**src/rtl/press_pkg.sv**
```systemverilog
// Shared types and constants for the press classifier: FSM state encoding,
// the ms-per-second constant and a small max helper for counter sizing.
package press_pkg;

    localparam int MS_PER_SEC = 1000;

    typedef enum logic [2:0] {
        IDLE,
        PRESS1,
        GAP,
        PRESS2,
        LONG
    } state_t;

    function automatic int maxOf3(input int a, input int b, input int c);
        int m;
        m = (a > b) ? a : b;
        return (m > c) ? m : c;
    endfunction

endpackage

```
**src/rtl/ms_tick_gen.sv**
```systemverilog
// Free-running millisecond tick: one-cycle strobe every CLK_FREQ/1000 cycles,
// asserted in the very first cycle after reset release.
module ms_tick_gen
    import press_pkg::*;
#(
    parameter int CLK_FREQ = 100_000_000
) (
    input  logic clk,
    input  logic reset_n,
    output logic tick
);

    localparam int DIV = CLK_FREQ / MS_PER_SEC;
    localparam int DW  = (DIV > 1) ? $clog2(DIV) : 1;

    logic [DW-1:0] r_div;

    always_ff @(posedge clk or negedge reset_n) begin
        if (!reset_n) begin
            r_div <= '0;
        end else if (r_div == DW'(DIV - 1)) begin
            r_div <= '0;
        end else begin
            r_div <= r_div + 1'b1;
        end
    end

    // Tick while the divider sits at zero, so the strobe lands on cycle 0.
    assign tick = (r_div == '0);

endmodule

```
**src/rtl/press_classifier.sv**
```systemverilog
// Classifies a debounced button into short/long/double presses with optional
// auto-repeat while long-held (enabled by defining PRESS_REPEAT_EN).
module press_classifier
    import press_pkg::*;
#(
    parameter int CLK_FREQ  = 100_000_000,
    parameter int LONG_MS   = 800,
    parameter int DOUBLE_MS = 250,
    parameter int REPEAT_MS = 100
) (
    input  logic clk,
    input  logic reset_n,
    input  logic db,
    output logic short_press,
    output logic long_press,
    output logic double_press,
    output logic repeat_press
);

    localparam int CNT_MAX = maxOf3(LONG_MS, DOUBLE_MS, REPEAT_MS);
    localparam int CW      = $clog2(CNT_MAX + 1);

    state_t        r_state;
    logic [CW-1:0] r_cnt;
    logic          r_short;
    logic          r_long;
    logic          r_double;
    logic          w_tick;
    logic          w_longTimeout;
    logic          w_doubleTimeout;

    ms_tick_gen #(
        .CLK_FREQ (CLK_FREQ)
    ) u_tick (
        .clk     (clk),
        .reset_n (reset_n),
        .tick    (w_tick)
    );

    assign w_longTimeout   = w_tick && (r_cnt == CW'(LONG_MS - 1));
    assign w_doubleTimeout = w_tick && (r_cnt == CW'(DOUBLE_MS - 1));

`ifdef PRESS_REPEAT_EN
    logic r_repeat;
    logic w_repeatTimeout;
    assign w_repeatTimeout = w_tick && (r_cnt == CW'(REPEAT_MS - 1));
`endif

    // Later assignments to r_cnt override the saturating increment whenever
    // the state changes; db events are tested before timeouts to give them priority.
    always_ff @(posedge clk or negedge reset_n) begin
        if (!reset_n) begin
            r_state  <= IDLE;
            r_cnt    <= '0;
            r_short  <= 1'b0;
            r_long   <= 1'b0;
            r_double <= 1'b0;
`ifdef PRESS_REPEAT_EN
            r_repeat <= 1'b0;
`endif
        end else begin
            r_short  <= 1'b0;
            r_long   <= 1'b0;
            r_double <= 1'b0;
`ifdef PRESS_REPEAT_EN
            r_repeat <= 1'b0;
`endif
            if (w_tick && (r_cnt != '1)) begin
                r_cnt <= r_cnt + 1'b1;
            end
            case (r_state)
                IDLE: begin
                    if (db) begin
                        r_state <= PRESS1;
                        r_cnt   <= '0;
                    end
                end
                PRESS1: begin
                    if (!db) begin
                        r_state <= GAP;
                        r_cnt   <= '0;
                    end else if (w_longTimeout) begin
                        r_state <= LONG;
                        r_cnt   <= '0;
                        r_long  <= 1'b1;
                    end
                end
                GAP: begin
                    if (db) begin
                        r_state  <= PRESS2;
                        r_cnt    <= '0;
                        r_double <= 1'b1;
                    end else if (w_doubleTimeout) begin
                        r_state <= IDLE;
                        r_cnt   <= '0;
                        r_short <= 1'b1;
                    end
                end
                PRESS2: begin
                    if (!db) begin
                        r_state <= IDLE;
                        r_cnt   <= '0;
                    end
                end
                LONG: begin
                    if (!db) begin
                        r_state <= IDLE;
                        r_cnt   <= '0;
                    end
`ifdef PRESS_REPEAT_EN
                    else if (w_repeatTimeout) begin
                        r_cnt    <= '0;
                        r_repeat <= 1'b1;
                    end
`endif
                end
                default: begin
                    r_state <= IDLE;
                    r_cnt   <= '0;
                end
            endcase
        end
    end

    assign short_press  = r_short;
    assign long_press   = r_long;
    assign double_press = r_double;
`ifdef PRESS_REPEAT_EN
    assign repeat_press = r_repeat;
`else
    assign repeat_press = 1'b0;
`endif

endmodule

```
**config.mk**
```make
export PLATFORM = sky130hd
export DESIGN_NAME = press_classifier
export DESIGN_NICKNAME = d
export VERILOG_FILES = /design/src/rtl/press_pkg.sv /design/src/rtl/ms_tick_gen.sv /design/src/rtl/press_classifier.sv
export SDC_FILE = /design/constraint.sdc
export NUM_CORES = 1
export LEC_CHECK = 0
export BUFFER_PORTS_ARGS = -buffer_cell sky130_fd_sc_hd__buf_2
export CORE_AREA = 2 2 59 83
export DETAILED_ROUTE_END_ITERATION = 6
export DIE_AREA = 0 0 61 85
export GPL_TIMING_DRIVEN = 0
export MAX_ROUTING_LAYER = met4
export PLACE_DENSITY = 0.53
export SYNTH_ARGS = -nofsm -noshare
export SYNTH_HDL_FRONTEND = slang
export SYNTH_HIERARCHICAL = 1
export SYNTH_SLANG_ARGS = --single-unit
export TNS_END_PERCENT = 1
```
**constraint.sdc**
```tcl
create_clock -name clk -period 3.4 [get_ports clk]
set_clock_uncertainty 0.1 [all_clocks]
set_input_delay 0.34 -clock clk [delete_from_list [all_inputs] [get_ports clk]]
set_output_delay 0.34 -clock clk [all_outputs]
set_load 0.01 [all_outputs]
```
==> results.txt, run 1 <==
Hold Crit Class: in -> async
core area: 4460 sq um
hold buffers post-CTS: 0
DIE WIDTH: 61 um
Layout Utilization: 43.8%
failing checks: negative hold slack
Power Internal: 548 uW
sequential group share of total power: 55.6%
PD cells: 369 nW/um^2
Final period util: 90.7%
routed len/inst: 13.5 um
worst path cell trace: nor4_1 > nand2_1 > nor3_1 > buf_4 > or4b_1 > or4_4 > a211oi_4 > nor2_1
largest net degree at the start of global routing: 34
# clock sinks: 33
syn_nets: 180
Initial Util: 39.6%
Reg clk slew, reported paths: 0.08 ns
Setup WS pre-CTS: 0.300 ns
unrepaired setup endpoints after global routing: no
DP HPWL: 2450 um
sw frac: 24.0%
max incr delay on CP: 0.48 ns
Worst EP arrival: 3.14 ns
crit path kind: reg -> reg
# DRC: 0
EDFF count, synth: 0
Syn Area/Cell: 10.2 sq um
Tot Pwr: 721 uW
Post-Route Setup TNS: 0 ns
Critical Path End Type: flip-flop
Synth Register Bits: 33
Iteration-0 DRC Markers: 94
antenna diode count: 0
vias: 1334
drt first pass iters: 4
max-cap viol count: 0
most used flip-flop cell after synthesis: dfrtp_1
row cnt: 29
initial antenna violation count: 0
Yosys cell types: 41
worst setup margin: 0.317 ns
total track usage: 15.8%
r2r worst-path depth: 8
peak supply drop: 275 uV
reg2reg setup slack: 0.32 ns
final setup fails: 0
Slew HR: 42.1%
Clock Power Share: 40.0%
Buf+Inv Stages, Crit Path: 1
Syn Std Cell Area: 1770 sq um
area delta synth->final: 10.7%
IO Port Bufs: 5
Max Slew Vio Count: 0
die area: 5190 sq um
layout net count: 192
first-pass GRT wire length: 5890 um
worst slew pin tran: 0.858 ns
status: finished with violations
R2R Path Start: u_tick/r_div[5]$_DFF_PN0_
Final ANT Viol Nets: 0
number of global-route vias before repair: 1316
Longest Clk Path Bufs: 2
die height: 85 um
gr ovfl total: 0
Syn. warnings: 6
delay-heaviest family, CP: simple AND/OR/NAND/NOR gates
number of I/O pins: 7
combinational fraction of design power: 4.4%
Root Driver: clkbuf_8
leakage: 0.000804 uW
total wire length: 3340 um
Crit Reg-Reg Endpoint: r_cnt[3]$_DFF_PN0_
post-cts sizing count: 0
Hold Worst Slack: -0.00408 ns
CTS HTree Levels: 2
FFs w/ async S/R, synth: 100%
Crit path required time: 3.46 ns
Via-to-Cell Ratio: 5.38
max frequency: 0.324 GHz
GPL Wtd Cong: 0.808
P_sw: 173 uW
clk_lat worst skew: 0.29 ns
share of cells above drive strength 1: 14.0%
highest-delay cell along the critical path: or4_4
storage element area: 826 sq um
CTS tree: built
postcts setup bufs: 0
crit path max fanout: 10
clock period minus worst slack: 3.08 ns
register area share after synthesis: 46.7%
Setup crit start kind: flip-flop
Fill cells: 452
area of the multi-input gates: 895 sq um
TritonCTS Buffers: 5
Fin. Hold Viols: 6
synthesized netlist cell count: 173
-- per-stage QoR --
step,cells,cell area (sq um)
6_report,248,1960
5_1_grt,248,1960
4_1_cts,248,1960
3_5_place_dp,240,1870
3_3_place_gp,240,1870
2_1_floorplan,173,1770
-- per-layer routing --
metal | up-vias | global-route usage (%) | wire length [um]
li1 | 647 | - | -
met1 | 659 | 17.1 | 1350
met2 | 18 | 25.0 | 1790
met3 | 10 | 4.88 | 92
met4 | 0 | 8.30 | 106
met5 | - | - | 0
-- how the worst max path moves through the flow --
stage / from / endpoint / slack [ns] / cells past startpoint
2_1_floorplan: u_tick/r_div[5]$_DFF_PN0_ / r_cnt[0]$_DFF_PN0_ / 0.66 / 8
3_3_place_gp: u_tick/r_div[5]$_DFF_PN0_ / r_cnt[3]$_DFF_PN0_ / 0.37 / 8
3_5_place_dp: u_tick/r_div[5]$_DFF_PN0_ / r_cnt[0]$_DFF_PN0_ / 0.30 / 8
4_1_cts: u_tick/r_div[5]$_DFF_PN0_ / r_cnt[0]$_DFF_PN0_ / 0.30 / 8
5_1_grt: u_tick/r_div[5]$_DFF_PN0_ / r_cnt[0]$_DFF_PN0_ / 0.13 / 8
6_report: u_tick/r_div[5]$_DFF_PN0_ / r_cnt[3]$_DFF_PN0_ / 0.32 / 8
-- Yosys cell counts (2+ instances only) --
master | count | share of area (%)
a21oi_1 | 7 | 2.0
a311oi_1 | 2 | 0.99
a31oi_1 | 3 | 1.1
and4_1 | 4 | 2.0
buf_4 | 2 | 0.85
dfrtp_1 | 33 | 47
ha_1 | 4 | 2.8
inv_1 | 6 | 1.3
nand2_1 | 11 | 2.3
nand2b_1 | 4 | 1.4
nand3_1 | 9 | 2.5
nand4_1 | 6 | 2.1
nor2_1 | 17 | 3.6
nor3_1 | 6 | 1.7
nor3b_1 | 2 | 0.85
nor4_1 | 2 | 0.71
nor4_2 | 2 | 1.4
nor4_4 | 2 | 2.4
o21ai_0 | 6 | 1.7
o31ai_1 | 2 | 0.85
or3_1 | 7 | 2.5
xnor2_1 | 13 | 6.4
xor2_1 | 5 | 2.5
-- logic make-up (layout without fill, tap and decap cells) --
group | Yosys count | count (layout) | share of synthesized area, %
compound gates | 24 | 24 | 9.07
xor+xnor | 18 | 18 | 8.92
fa+ha+maj | 4 | 4 | 2.83
buf+inv | 10 | 23 | 2.62
flops | 33 | 33 | 46.7
other cells | 1 | 1 | 0.212
simple gates | 83 | 83 | 29.6
-- layout make-up --
| class | instances | share of cell area, % |
|---|---|---|
| Buffer | 4 | 1.22 |
| Inverter | 6 | 1.15 |
| Multi-Input combinational cell | 130 | 45.7 |
| Tap cell | 62 | 3.97 |
| Clock buffer | 5 | 3.52 |
| Clock inverter | 3 | 0.896 |
| Sequential cell | 33 | 42.2 |
| Timing Repair Buffer | 5 | 1.28 |
-- registers in the layout, indices dropped and copies added, names as in the netlist --
register	cells
u_tick/r_div	17
r_cnt	10
r_state	3
double_press	1
long_press	1
short_press	1
-- power by group through the flow --
stage / Clock (uW) / Sequential, uW / Combinational [uW]
final: 289 / 401 / 31.6
after global routing: 322 / 402 / 37.2
after CTS: 302 / 401 / 32.9
after detailed placement: 0 / 409 / 32.9
after global placement: 0 / 409 / 32.0
after floorplan: 0 / 407 / 18.3
-- cell usage in the layout, fill, tap and decap left out, drive strengths merged, types with 7 or more instances in the layout --
master	n
dfrtp	33
a21oi	7
nand4	7
xnor2	13
or3	7
buf	8
nor3	7
nor2	17
nand3	9
nand2	11
Power figures use the tool's default switching activity.
==> inputs of run 2 (changes only) <==
Settings changed: CORE_AREA 2 2 59 83 to 2 2 50 71, DIE_AREA 0 0 61 85 to 0 0 52 73, PLACE_DENSITY 0.53 to 0.71.
==> run 2 against run 1 <==
  * The flow now finishes without violations
  * First-iteration DRC count down 50%
  * Cell count down 8.9%
  * Combinational power increased by 1%
  * Die area decreased by 27%
  * Sequential share of layout area grew 0.60 points
  * Non-clock buffer count unchanged
  * Clock-buffer cell count unchanged
  * Critical path type unchanged
==> results.txt, run 2 (synthesis gave the netlist of run 1 again) <==
status: complete, no violations
routed len/inst: 14.9 um (+10%)
largest net degree at the start of global routing: 34 (unchanged)
GRT busiest layer: met2
worst slew pin tran: 1.05 ns (+0.195 ns)
initial antenna violation count: 0 (unchanged)
DP HPWL: 2390 um (-2.2%)
Iteration-0 DRC Markers: 47 (-50%)
crit path max fanout: 10 (unchanged)
post-cts sizing count: 0 (unchanged)
Hold Crit Class: in -> async
peak supply drop: 315 uV (+15%)
Via-to-Cell Ratio: 5.88 (+9.3%)
Setup WS pre-CTS: 0.341 ns (+0.0411 ns)
number of global-route vias before repair: 1293 (-1.7%)
met2 usage in global routing: 33.5% (+8.4 points)
layout net count: 192 (unchanged)
IO Port Bufs: 5 (unchanged)
Initial Util: 54.8% (+15 points)
Root Driver: clkbuf_8
Longest Clk Path Bufs: 2 (unchanged)
die area: 3800 sq um (-27%)
# DRC: 0 (unchanged)
Crit path required time: 3.45 ns (about the same)
clock period minus worst slack: 3.11 ns (+0.0247 ns)
combinational fraction of design power: 4.4% (about the same)
DIE WIDTH: 52 um (-15%)
postcts setup bufs: 0 (unchanged)
Post-Route Setup TNS: 0 ns (unchanged)
core area: 3220 sq um (-28%)
TritonCTS Buffers: 5 (unchanged)
largest register by flop count: u_tick/r_div
leakage: 0.000804 uW (unchanged)
CTS HTree Levels: 2 (unchanged)
Reg clk slew, reported paths: 0.08 ns (about the same)
sw frac: 24.0% (-0.047 points)
max frequency: 0.322 GHz (-0.80%)
max-cap viol count: 0 (unchanged)
Max Slew Vio Count: 0 (unchanged)
drt first pass iters: 4 (unchanged)
Setup crit start kind: flip-flop
final setup fails: 0 (unchanged)
P_sw: 173 uW (-0.26%)
vias: 1329 (-0.37%)
first-pass GRT wire length: 5630 um (-4.3%)
Largest register FFs: 17 (unchanged)
die height: 73 um (-14%)
crit path kind: reg -> reg
Critical Path End Type: flip-flop
Fin. Hold Viols: 0 (-6)
area delta synth->final: 9.14%
total wire length: 3360 um (+0.63%)
share of cells above drive strength 1: 14.0% (unchanged)
commonest non-fill, non-tap cells in the layout: dfrtp_1 (33), nor2_1 (17), xnor2_1 (13)
CTS tree: built
unrepaired setup endpoints after global routing: no
hold buffers post-CTS: 0 (unchanged)
total track usage: 20.6% (+4.9 points)
Final ANT Viol Nets: 0 (unchanged)
worst setup margin: 0.292 ns (-0.0247 ns)
row cnt: 25 (-14%)
Clock Power Share: 39.9% (about the same)
antenna diode count: 0 (unchanged)
Power Internal: 548 uW (about the same)
biggest regs: u_tick/r_div: 17 flops, r_cnt: 10 flops, r_state: 3 flops
reg2reg setup slack: 0.29 ns (-0.02 ns)
clk_lat worst skew: 0.29 ns (about the same)
GR Layer Usage met3: 5.74% (+0.86 points)
gr ovfl total: 0 (unchanged)
Final period util: 91.4% (+0.73 points)
Slew HR: 28.9% (-13 points)
met1 Use GR: 22.2% (+5.1 points)
most common cell after layout, fill and taps aside: dfrtp_1
PD cells: 374 nW/um^2 (+1.4%)
GPL Wtd Cong: 0.826 (+2.2%)
number of I/O pins: 7 (unchanged)
Worst EP arrival: 3.15 ns (about the same)
sequential group share of total power: 55.6% (about the same)
# clock sinks: 33 (unchanged)
## run 2: cell counts in the layout (fill, tap and decap cells not counted)
Identical to the previous run, type by type.
## run 2: routing by layer
| metal | part of all wire (%) | wire (um) |
|---|---|---|
| met1 | 41 | 1360 |
| met2 | 53 | 1770 |
| met3 | 3.5 | 116 |
| met4 | 3.2 | 108 |
| met5 | 0 | 0 |
## run 2: final cells by class
cell class                 instances  area, sq um
clock inverter                     3         17.5
sequential                        33          826
multi-input combinational        130          895
buffer                             4         23.8
fill                             283         1290
clock buffer                       5         68.8
timing repair buffer               5         25.0
tap                               40         50.0
inverter                           6         22.5
## run 2: per-stage QoR
stage          cells  utilization (%)  hold WS [ns]  total power (uW)  instance area [sq um]
6_report         226             59.8       0.00773               721                   1930
2_1_floorplan    173                -       -0.0556               426                   1770
3_5_place_dp     218             57.2         0.349               441                   1840
3_3_place_gp     218             57.2         0.329               440                   1840
5_1_grt          226             59.8        0.0746               753                   1930
4_1_cts          226             59.8        0.0295               732                   1930
## run 2: worst max-delay path: stages, from the launching register on
cell and delay [ns]:
dfrtp_1 0.47, nor4_1 0.31, nand2_1 0.16, nor3_1 0.21, buf_4 0.18, or4b_1 0.44
or4_4 0.47, a211oi_4 0.50, nor2_1 0.12
## run 2: power by group through the flow
stage | clock (uW) | sequential, uW | combinational [uW]
floorplan | 0 | 407 | 18.3
global placement | 0 | 408 | 31.4
detailed placement | 0 | 409 | 32.7
CTS | 298 | 401 | 32.7
global route | 315 | 401 | 36.4
finish | 288 | 401 | 32.0
## run 2: final timing paths
| path | startpoint | to | cells past startpoint |
|---|---|---|---|
| worst max-delay path | u_tick/r_div[5]$_DFF_PN0_ | r_cnt[6]$_DFF_PN0_ | 8 |
| worst min-delay path | reset_n | r_state[0]$_DFFE_PN0P_ | 1 |
| worst max register to register | u_tick/r_div[5]$_DFF_PN0_ | r_cnt[6]$_DFF_PN0_ | 8 |
| worst min register to register | u_tick/r_div[14]$_DFF_PN0_ | u_tick/r_div[14]$_DFF_PN0_ | 1 |
| max in group asynchronous | reset_n | u_tick/r_div[16]$_DFF_PN0_ | 1 |
| min in group clk | db | r_state[1]$_DFFE_PN0P_ | 3 |
==> inputs of run 3 (changes only) <==
Settings changed: ABC_AREA set to 1, CORE_AREA 2 2 50 71 to 2 2 54 76, DIE_AREA 0 0 52 73 to 0 0 56 78.
==> run 3 against run 2 <==
  * Power is 13% higher
  * Sequential share of layout area is 5.8 points lower
  * Wire length is 24% higher
  * Register-to-register slack better by 0.70 ns
  * Synthesized cell count is 72% higher
  * Design area is 16% higher
  * Clock power is 2% lower
  * Flip-flop and latch count stayed put
  * Die area is 15% higher
  * Worst hold slack better by 0.015 ns
  * Cell count is 56% higher
  * Critical path type unchanged
  * Critical endpoint is now r_cnt[5]$_DFF_PN0_
==> results.txt, run 3 <==
Final ANT Viol Nets: 0 (unchanged)
r2r worst-path depth: 12 (+4)
Placed Area: 2150 sq um (+17%)
PD cells: 365 nW/um^2 (-2.4%)
Largest register FFs: 17 (unchanged)
R2R Path Start: u_tick/r_div[0]$_DFF_PN0_
Yosys cell types: 26 (-37%)
Fill cells: 373 (+32%)
area of the multi-input gates: 1030 sq um (+15%)
status: complete, no violations
gr ovfl total: 0 (unchanged)
GPL Wtd Cong: 0.909 (+10%)
row cnt: 26 (+4.0%)
Hold Crit Class: in -> async
die area: 4370 sq um (+15%)
syn_nets: 304 (+69%)
synth cell count leaders: nand2_1 (86), nor2_1 (46), inv_1 (45)
largest register by flop count: u_tick/r_div
max frequency: 0.416 GHz (+29%)
peak supply drop: 366 uV (+16%)
number of I/O pins: 7 (unchanged)
Synth area leaders: dfrtp_1 (40%), nand2_1 (16%), nor2_1 (8.3%)
leakage: 0.00115 uW (+43%)
combinational fraction of design power: 13.4% (+9.0 points)
Syn. warnings: 6 (unchanged)
Crit Reg-Reg Endpoint: r_cnt[5]$_DFF_PN0_
Max Slew Vio Count: 0 (unchanged)
sw frac: 28.5% (+4.5 points)
sequential group share of total power: 51.9% (-3.7 points)
P_sw: 232 uW (+34%)
postcts setup bufs: 0 (unchanged)
vias: 1795 (+35%)
total track usage: 22.6% (+2.0 points)
Crit path required time: 3.47 ns (+0.02 ns)
layout net count: 316 (+65%)
number of global-route vias before repair: 1786 (+38%)
Non-Filler Instances: 352 (+56%)
Fin. Hold Viols: 0 (unchanged)
max-cap viol count: 0 (unchanged)
reg2reg setup slack: 1.0 ns (+0.70 ns)
most common cell after layout, fill and taps aside: nand2_1
commonest non-fill, non-tap cells in the layout: nand2_1 (86), nor2_1 (46), inv_1 (45)
Initial Util: 56.8% (+1.9 points)
Post-Route Setup TNS: 0 ns (unchanged)
Longest Clk Path Bufs: 2 (unchanged)
TritonCTS Buffers: 5 (unchanged)
top cell type's share of synthesized area: 39.9% (-6.8 points)
DIE WIDTH: 56 um (+7.7%)
unrepaired setup endpoints after global routing: no
initial antenna violation count: 0 (unchanged)
Synth area leader: dfrtp_1
max layer used: met4
finished layout cell area: 2230 sq um (+16%)
most used flip-flop cell after synthesis: dfrtp_1
largest net degree at the start of global routing: 34 (unchanged)
metal2 WL: 2230 um (+26%)
most common cell in the netlist: nand2_1
IO Port Bufs: 5 (unchanged)
drt first pass iters: 5 (+1)
Setup crit start kind: flip-flop
routed len/inst: 11.9 um (-20%)
placed cell count: 344 (+58%)
clk_lat worst skew: 0.28 ns (about the same)
Worst EP arrival: 2.47 ns (-0.68 ns)
core area: 3640 sq um (+13%)
worst slew pin tran: 0.757 ns (-0.296 ns)
Slew HR: 49.6% (+21 points)
total wire length: 4170 um (+24%)
register area share after synthesis: 39.9% (-6.8 points)
Synth Register Bits: 33 (unchanged)
antenna diode count: 0 (unchanged)
crit path max fanout: 10 (unchanged)
Via-to-Cell Ratio: 5.10 (-13%)
Iteration-0 DRC Markers: 70 (+49%)
Reg clk slew, reported paths: 0.07 ns (about the same)
post-cts sizing count: 0 (unchanged)
first-pass GRT wire length: 7620 um (+35%)
DP HPWL: 3110 um (+30%)
Syn Area/Cell: 6.96 sq um (-32%)
Root Driver: clkbuf_8
DR WL met3: 117 um (+0.86%)
storage element area: 826 sq um (unchanged)
die height: 78 um (+6.8%)
Power Internal: 582 uW (+6.2%)
Clock Power Share: 34.7% (-5.2 points)
met1 wire length: 1760 um (+29%)
CTS HTree Levels: 2 (unchanged)
EDFF count, synth: 0 (unchanged)
crit path kind: reg -> reg
final setup fails: 0 (unchanged)
synthesized netlist cell count: 297 (+72%)
FFs w/ async S/R, synth: 100% (unchanged)
biggest regs: u_tick/r_div: 17 flops, r_cnt: 10 flops, r_state: 3 flops
# clock sinks: 33 (unchanged)
# DRC: 0 (unchanged)
Critical Path End Type: flip-flop
CTS tree: built
Final period util: 70.7% (-21 points)
area delta synth->final: 7.74%
share of cells above drive strength 1: 11.3% (-2.7 points)
clock period minus worst slack: 2.40 ns (-0.703 ns)
Syn Std Cell Area: 2070 sq um (+17%)
hold buffers post-CTS: 0 (unchanged)
-- run 3: cell types whose count changed after synthesis, sizes merged, moves of 6 or more --
cell,change
nand3,+17
inv,+43
xnor2,-11
nor4,-6
nand2,+79
or3,-7
nor2,+36
-- run 3: power groups by stage --
stage	clock network (uW)	registers [uW]	logic, uW
final	282	422	109
after CTS	292	422	111
after floorplan	0	427	78.2
after global routing	308	425	130
after detailed placement	0	429	111
after global placement	0	428	109
-- run 3: per-layer routing --
metal / vias up / global-route usage, %
met1: 823 / 23.3
met5: - / -
met2: 33 / 41.4
met3: 5 / 4.33
met4: 0 / 9.05
li1: 934 / -
-- run 3: cell type report --
class | instances | area share [%]
sequential | 33 | 37.1
inverter | 49 | 8.37
tap | 42 | 2.36
clock buffer | 6 | 3.26
multi-input combinational | 212 | 46.3
clock inverter | 2 | 0.449
buffer | 3 | 1.07
timing repair buffer | 5 | 1.12
-- run 3: cell families (layout without fill, tap and decap cells) --
logic type	count (synthesis)	after routing	share of synthesized area (%)
xor+xnor	8	8	3.39
compound gates	15	15	3.63
buf+inv	52	65	10.2
fa+ha+maj	4	4	2.42
other cells	1	1	0.181
simple gates	184	184	40.3
flops	33	33	39.9
-- run 3: stage by stage --
stage	hold slack, ns	total power [uW]	utilization, %	setup WS (ns)
after floorplan	-0.0556	505	-	1.35
after global placement	0.349	538	58.9	1.02
after detailed placement	0.354	540	58.9	1.00
after CTS	0.0390	824	61.2	0.981
after global routing	0.0705	863	61.2	0.700
final	0.0223	813	61.2	0.995
-- run 3: worst max path at each step --
stage / slack, ns / end / start
2_1_floorplan: 1.35 / r_cnt[1]$_DFF_PN0_ / u_tick/r_div[0]$_DFF_PN0_
3_3_place_gp: 1.02 / r_cnt[3]$_DFF_PN0_ / u_tick/r_div[0]$_DFF_PN0_
3_5_place_dp: 1.00 / r_cnt[5]$_DFF_PN0_ / u_tick/r_div[0]$_DFF_PN0_
4_1_cts: 0.98 / r_cnt[3]$_DFF_PN0_ / u_tick/r_div[0]$_DFF_PN0_
5_1_grt: 0.70 / r_cnt[9]$_DFF_PN0_ / u_tick/r_div[0]$_DFF_PN0_
6_report: 1.0 / r_cnt[5]$_DFF_PN0_ / u_tick/r_div[0]$_DFF_PN0_
-- run 3: worst max-delay path, stage by stage, from the launching register on --
cell     delay (ns)
dfrtp_1        0.42
inv_1          0.09
ha_1           0.15
nand3_1        0.07
nor2_1         0.08
nor3b_1        0.52
inv_1          0.12
nor2_1         0.13
nand3_1        0.12
nand2_1        0.11
nand3_2        0.12
inv_2          0.18
nor2_1         0.07
